===== config.mk =====
export PLATFORM = sky130hd
export DESIGN_NAME = gesture_uart_reporter
export DESIGN_NICKNAME = d
export VERILOG_FILES = /design/src/rtl/gesture_pkg.sv /design/src/rtl/uart_tx_byte.sv /design/src/rtl/gesture_uart_reporter.sv
export SDC_FILE = /design/constraint.sdc
export NUM_CORES = 1
export LEC_CHECK = 0
export CAP_MARGIN = 20
export CORE_MARGIN = 3
export CORE_UTILIZATION = 53
export CTS_BUF_LIST = sky130_fd_sc_hd__clkbuf_4 sky130_fd_sc_hd__clkbuf_8 sky130_fd_sc_hd__clkbuf_16
export DETAILED_ROUTE_END_ITERATION = 10
export PLACE_DENSITY_LB_ADDON = 0.08
export SYNTH_ARGS = -nofsm -noshare
export SYNTH_HDL_FRONTEND = slang
export SYNTH_HIERARCHICAL = 1
export SYNTH_SLANG_ARGS = --single-unit

===== constraint.sdc =====
create_clock -name clk -period 2.22 [get_ports clk]
set_input_delay 0.333 -clock clk [delete_from_list [all_inputs] [get_ports clk]]
set_output_delay 0.333 -clock clk [all_outputs]
set_load 0.02 [all_outputs]

===== src/rtl/gesture_pkg.sv =====
// rtl/gesture_pkg.sv - shared types, constants and packet byte builder for the gesture UART reporter
package gesture_pkg;

  typedef enum logic [1:0] {
    GEST_0 = 2'd0,
    GEST_1 = 2'd1,
    GEST_2 = 2'd2,
    GEST_3 = 2'd3
  } gesture_e;

  typedef logic [7:0] pkt_byte_t;

  localparam pkt_byte_t UART_SYNC_BYTE = 8'hA5;
  localparam int        PKT_BYTES      = 3;

  typedef struct packed {
    logic [3:0] confidence;
    gesture_e   gesture;
  } gesture_event_t;

  typedef enum logic [1:0] {TX_IDLE, TX_START, TX_DATA, TX_STOP} tx_state_e;

  // Byte idx of the 3-byte packet: sync, payload, then sync^payload as a check byte.
  function automatic pkt_byte_t pkt_byte(input gesture_event_t ev, input logic [1:0] idx);
    pkt_byte_t b1;
    b1 = {ev.confidence, 2'b00, ev.gesture};
    case (idx)
      2'd0:    pkt_byte = UART_SYNC_BYTE;
      2'd1:    pkt_byte = b1;
      default: pkt_byte = UART_SYNC_BYTE ^ b1;
    endcase
  endfunction

endpackage


===== src/rtl/uart_tx_byte.sv =====
// rtl/uart_tx_byte.sv - 8N1 byte serializer; a start on the final stop cycle chains the next byte with no gap
module uart_tx_byte
  import gesture_pkg::*;
#(
  parameter int CLKS_PER_BIT = 104
) (
  input  logic       clk,
  input  logic       rst_n,
  input  logic [7:0] data,
  input  logic       start,
  output logic       busy,
  output logic       done,
  output logic       tx
);

  localparam int CW = $clog2(CLKS_PER_BIT);

  tx_state_e     state, state_n;
  logic [CW-1:0] baud_cnt, baud_n;
  logic [2:0]    bit_idx, bit_n;
  logic [7:0]    shreg, sh_n;
  logic          tx_n;
  logic          bit_end;

  assign bit_end = (baud_cnt == CW'(CLKS_PER_BIT - 1));
  assign busy    = (state != TX_IDLE);
  assign done    = (state == TX_STOP) && bit_end;

  always_ff @(posedge clk or negedge rst_n) begin
    if (!rst_n) begin
      state    <= TX_IDLE;
      baud_cnt <= '0;
      bit_idx  <= '0;
      shreg    <= '0;
      tx       <= 1'b1;
    end else begin
      state    <= state_n;
      baud_cnt <= baud_n;
      bit_idx  <= bit_n;
      shreg    <= sh_n;
      tx       <= tx_n;
    end
  end

  always_comb begin
    state_n = state;
    baud_n  = bit_end ? '0 : baud_cnt + 1'b1;
    bit_n   = bit_idx;
    sh_n    = shreg;
    tx_n    = tx;
    case (state)
      TX_IDLE: begin
        baud_n = '0;
        if (start) begin
          state_n = TX_START;
          sh_n    = data;
          tx_n    = 1'b0;
        end
      end
      TX_START: begin
        if (bit_end) begin
          state_n = TX_DATA;
          bit_n   = '0;
          tx_n    = shreg[0];
        end
      end
      TX_DATA: begin
        if (bit_end) begin
          if (bit_idx == 3'd7) begin
            state_n = TX_STOP;
            tx_n    = 1'b1;
          end else begin
            bit_n = bit_idx + 1'b1;
            sh_n  = shreg >> 1;
            tx_n  = shreg[1];
          end
        end
      end
      TX_STOP: begin
        if (bit_end) begin
          if (start) begin
            state_n = TX_START;
            sh_n    = data;
            tx_n    = 1'b0;
          end else begin
            state_n = TX_IDLE;
          end
        end
      end
    endcase
  end

endmodule


===== src/rtl/gesture_uart_reporter.sv =====
// rtl/gesture_uart_reporter.sv - buffers gesture events in a FIFO and reports each as a 3-byte UART packet
module gesture_uart_reporter
  import gesture_pkg::*;
#(
  parameter int CLK_FREQ_HZ = 12000000,
  parameter int BAUD_RATE   = 115200,
  parameter int FIFO_DEPTH  = 4
) (
  input  logic                        clk,
  input  logic                        rst_n,
  input  logic [1:0]                  gesture,
  input  logic                        gesture_valid,
  input  logic [3:0]                  gesture_confidence,
  output logic                        uart_tx,
  output logic                        tx_busy,
  output logic [$clog2(FIFO_DEPTH):0] fifo_count,
  output logic [7:0]                  overflow_count
);

  localparam int CLKS_PER_BIT = CLK_FREQ_HZ / BAUD_RATE;
  localparam int AW           = $clog2(FIFO_DEPTH);

  typedef enum logic {PKT_IDLE, PKT_SEND} pkt_state_e;

  gesture_event_t mem [FIFO_DEPTH];
  logic [AW-1:0]  wr_ptr, rd_ptr;
  logic [AW:0]    count;
  gesture_event_t pkt_ev;
  pkt_state_e     pkt_state, pkt_state_n;
  logic [1:0]     byte_idx, byte_idx_n;
  logic           pop, push;
  logic           tx_start, tx_done, byte_busy;
  pkt_byte_t      tx_data;

  // A pop in the same cycle frees a slot, so a full FIFO still accepts the event.
  assign pop        = (pkt_state == PKT_IDLE) && (count != '0);
  assign push       = gesture_valid && ((count < (AW+1)'(FIFO_DEPTH)) || pop);
  assign fifo_count = count;

  always_ff @(posedge clk) begin
    if (push) mem[wr_ptr] <= gesture_event_t'({gesture_confidence, gesture});
  end

  always_ff @(posedge clk or negedge rst_n) begin
    if (!rst_n) begin
      wr_ptr         <= '0;
      rd_ptr         <= '0;
      count          <= '0;
      overflow_count <= '0;
      pkt_ev         <= '0;
      tx_busy        <= 1'b0;
    end else begin
      if (push) wr_ptr <= wr_ptr + 1'b1;
      if (pop) begin
        rd_ptr <= rd_ptr + 1'b1;
        pkt_ev <= mem[rd_ptr];
      end
      if (push && !pop)      count <= count + 1'b1;
      else if (pop && !push) count <= count - 1'b1;
      if (gesture_valid && !push && (overflow_count != 8'hFF))
        overflow_count <= overflow_count + 1'b1;
      tx_busy <= byte_busy || (pkt_state != PKT_IDLE) || (count != '0);
    end
  end

  always_ff @(posedge clk or negedge rst_n) begin
    if (!rst_n) begin
      pkt_state <= PKT_IDLE;
      byte_idx  <= '0;
    end else begin
      pkt_state <= pkt_state_n;
      byte_idx  <= byte_idx_n;
    end
  end

  // The byte serializer is started combinationally so the start bit lands on the pop edge.
  always_comb begin
    pkt_state_n = pkt_state;
    byte_idx_n  = byte_idx;
    tx_start    = 1'b0;
    tx_data     = UART_SYNC_BYTE;
    case (pkt_state)
      PKT_IDLE: begin
        if (pop) begin
          pkt_state_n = PKT_SEND;
          byte_idx_n  = '0;
          tx_start    = 1'b1;
        end
      end
      PKT_SEND: begin
        if (tx_done) begin
          if (byte_idx < 2'(PKT_BYTES - 1)) begin
            byte_idx_n = byte_idx + 1'b1;
            tx_start   = 1'b1;
            tx_data    = pkt_byte(pkt_ev, byte_idx + 1'b1);
          end else begin
            pkt_state_n = PKT_IDLE;
          end
        end
      end
      default: pkt_state_n = PKT_IDLE;
    endcase
  end

  uart_tx_byte #(
    .CLKS_PER_BIT(CLKS_PER_BIT)
  ) u_tx (
    .clk  (clk),
    .rst_n(rst_n),
    .data (tx_data),
    .start(tx_start),
    .busy (byte_busy),
    .done (tx_done),
    .tx   (uart_tx)
  );

endmodule


==> flow_summary.toml <==
[run_status]
status = "completed"

[cts]
clockBufferDepth = 2
clk_latency_ns = 0.35
numCtsBuffers = 9
tritoncts = "built"
htreeDepth = 3
cts-root-buf = "clkbuf_8"
clkTransAtPathRegs_ns = 0.07
cts.sinks = 70

[synthesis]
synth_seq_cells = 70
synth_edf_count = 24
synthArstFlopShare_pct = 65.7
yosysWarnings = 6
ys_top_cells_by_area = "dfrtp_1, edfxtp_1, ha_1"
synthCells = 271
synth-seq-area-share_pct = 54.5
synth_nets = 299
synth.most_common_cell = "dfrtp_1"
ys_types = 52
yosysTopAreaCell = "dfrtp_1"
postSynthAreaPerCell_sq_um = 12.7
synth-main-ff-cell = "dfrtp_1"
yosysTopAreaCellShare_pct = 32.8
yosys-top-cells-count = "dfrtp_1, nand2_1, edfxtp_1"
synth_area_sq_um = 3440

[power_and_ir_drop]
p_leak_nw = 1.73
intPower_mw = 3.04
p_sw_mw = 1.47
p_per_area_nw_per_um2 = 1110
seqPwrFrac_pct = 41.1
swShare_pct = 32.6
p_clk_share_pct = 25.6
vdd_drop_max_uv = 731
total_power_mw = 4.51
power.share.combinational_pct = 33.3

[placed_design]
dp_hpwl_um = 4210
port_buffers = 21
gp_congestion = 0.765

[grt]
grt_pass1_vias = 2159
use_met2_pct = 28.0
use_met3_pct = 7.03
grt_usage_pct = 18.1
grt_max_degree = 18
gr-total-overflow = 0
antenna_found_initial = 0
top_usage_layer = "met2"
grt_pass1_wl_um = 10300
use_met1_pct = 23.5

[detailed_routing]
drt_drc_violations_left = 0
routed_via_density = 5.45
num_vias = 2135
drtIter0Drc = 125
firstDrtPassIters = 4
ant_nets = 0
totalWireLength_um = 5820
wl_per_cell_um = 14.8

[timing]
fmax_mhz = 468
holdWs_ns = 0.422
report.final.slew_viol_count = 0
fin_skew_ns = 0.00941
finalHoldViolCount = 0
post-route-min-period_ns = 2.13
fin_crit_sh_pct = 96.2
setup_viol = 0

[setup_path]
crit_slowest_cell = "or3b_4"
start_kind = "register"
r2r_cells = 9
cpPeakStageDelay_ns = 0.43
path_cells = "or3b_4, nor2_8, and2_4, nand3_4, nand2_2, nor2_1, a211oi_4, o21ai_4, mux2_4"
crit_type = "reg2reg"
required_ns = 2.46
r2r-start = "u_tx/baud_cnt[3]"
cp.arrival_ns = 2.37
critPathMaxFanout = 8
critPathCaptureType = "register"
worst_r2r_endpoint = "u_tx/shreg[3]"
r2r_setup_slack_ns = 0.09

[floorplanning]
die_area_sq_um = 7480
die_w_um = 86.5
io_pins = 22
fp.dieH_um = 86.5
core_sq_um = 6100
rows = 28
initial_utilization_pct = 56.4

[cells_and_area]
fill_cells = 493
diodes = 0
syn_to_final_growth_pct = 18.5
drive_gt1_share_pct = 24.9
nNetsFinal = 340

[min_path]
min_path_type = "in2async"

[run]
cap_violations = 0
-- worst max-delay path by stage --
stage,from,to,slack (ns)
floorplan,u_tx/baud_cnt[4],u_tx/shreg[0],0.003
global placement,gesture_valid,fifo_count[2],0.1
detailed placement,gesture_valid,fifo_count[2],0.06
CTS,u_tx/baud_cnt[4],u_tx/shreg[3],0.06
global route,u_tx/baud_cnt[0],u_tx/shreg[3],-0.01
finish,u_tx/baud_cnt[3],u_tx/shreg[3],0.09
-- power by group through the flow --
stage | clock network [mW] | logic, mW | registers, mW
finish | 1.16 | 1.50 | 1.85
detailed placement | 0 | 1.50 | 1.87
floorplan | 0 | 0.979 | 1.93
CTS | 1.19 | 1.51 | 1.85
global route | 1.25 | 1.65 | 1.90
global placement | 0 | 1.48 | 1.87
-- what timing repair did --
item | 4_1_cts | 5_1_grt
endpoints found under the hold margin | 14 | 0
resized for setup | 0 | 4
setup endpoints to repair | 0 | 8
setup buffers | 0 | 1
hold buffers | 1 | 0
-- flip-flops by register name, summed over array words and instances (netlist names) --
signal	count
wr_ptr	2
tx_busy	1
pkt_ev	6
byte_idx	2
mem	24
rd_ptr	2
u_tx/shreg	8
fifo_count	3
u_tx/bit_idx	3
pkt_state	1
u_tx/state	2
u_tx/tx	1
u_tx/baud_cnt	7
overflow_count	8
-- cell families (layout without fill, tap and decap cells) --
| group | after synthesis | count (layout) | synth area share, % |
|---|---|---|---|
| adder cells (fa/ha/maj) | 19 | 19 | 7.14 |
| buffers and inverters | 19 | 65 | 2.44 |
| XOR/XNOR | 12 | 12 | 3.06 |
| multiplexers | 29 | 29 | 12.2 |
| AND/OR/NAND/NOR | 85 | 85 | 12.8 |
| AO/OA/AOI/OAI | 36 | 36 | 7.72 |
| other | 1 | 1 | 0.109 |
| flip-flops | 70 | 70 | 54.5 |
-- cell type report --
class,count,area (sq um),area share (%)
Tap cell,75,93.8,2.30
Clock buffer,9,124,3.04
Multi-Input combinational cell,182,1510,37.0
Clock inverter,7,104,2.55
Sequential cell,70,1870,46.0
Inverter,12,45.0,1.11
Timing Repair Buffer,37,328,8.05
-- per-layer routing --
metal / share of wire (%) / vias up
met5: 0 / -
met4: 1.6 / 0
met3: 3.7 / 12
met2: 48 / 28
met1: 47 / 1048
li1: - / 1047
-- stage by stage --
stage / setup slack [ns] / utilization [%] / instance area (sq um) / cells / setup TNS, ns
floorplan: 0.00313 / - / 3440 / 271 / 0
global placement: 0.0964 / 62.5 / 3810 / 374 / 0
detailed placement: 0.0637 / 62.5 / 3810 / 374 / 0
CTS: 0.0599 / 66.4 / 4050 / 391 / 0
global route: -0.0112 / 66.8 / 4070 / 392 / -0.0213
finish: 0.0850 / 66.8 / 4070 / 392 / 0
-- placed cells by master (no fill, tap or decap), drive strengths merged, types with 3 or more instances in the layout --
cell,n
clkdlybuf4s50,20
o2bb2ai,3
xor2,5
a21o,3
edfxtp,24
clkbuf,9
nand4,3
and2,8
buf,16
o21ai,13
nor3,9
nor2,15
mux4,6
dfrtp,45
mux2,22
inv,15
a211oi,5
ha,18
a21oi,3
nand2,36
xnor2,7
nand3,6
-- critical path: cells and delay by family (launching register included) --
family          cells  cell delay (ns)
mux                 1             0.32
flops               1             0.38
simple gates        6             0.90
compound gates      2             0.41
(Power assumes the default switching activity.)
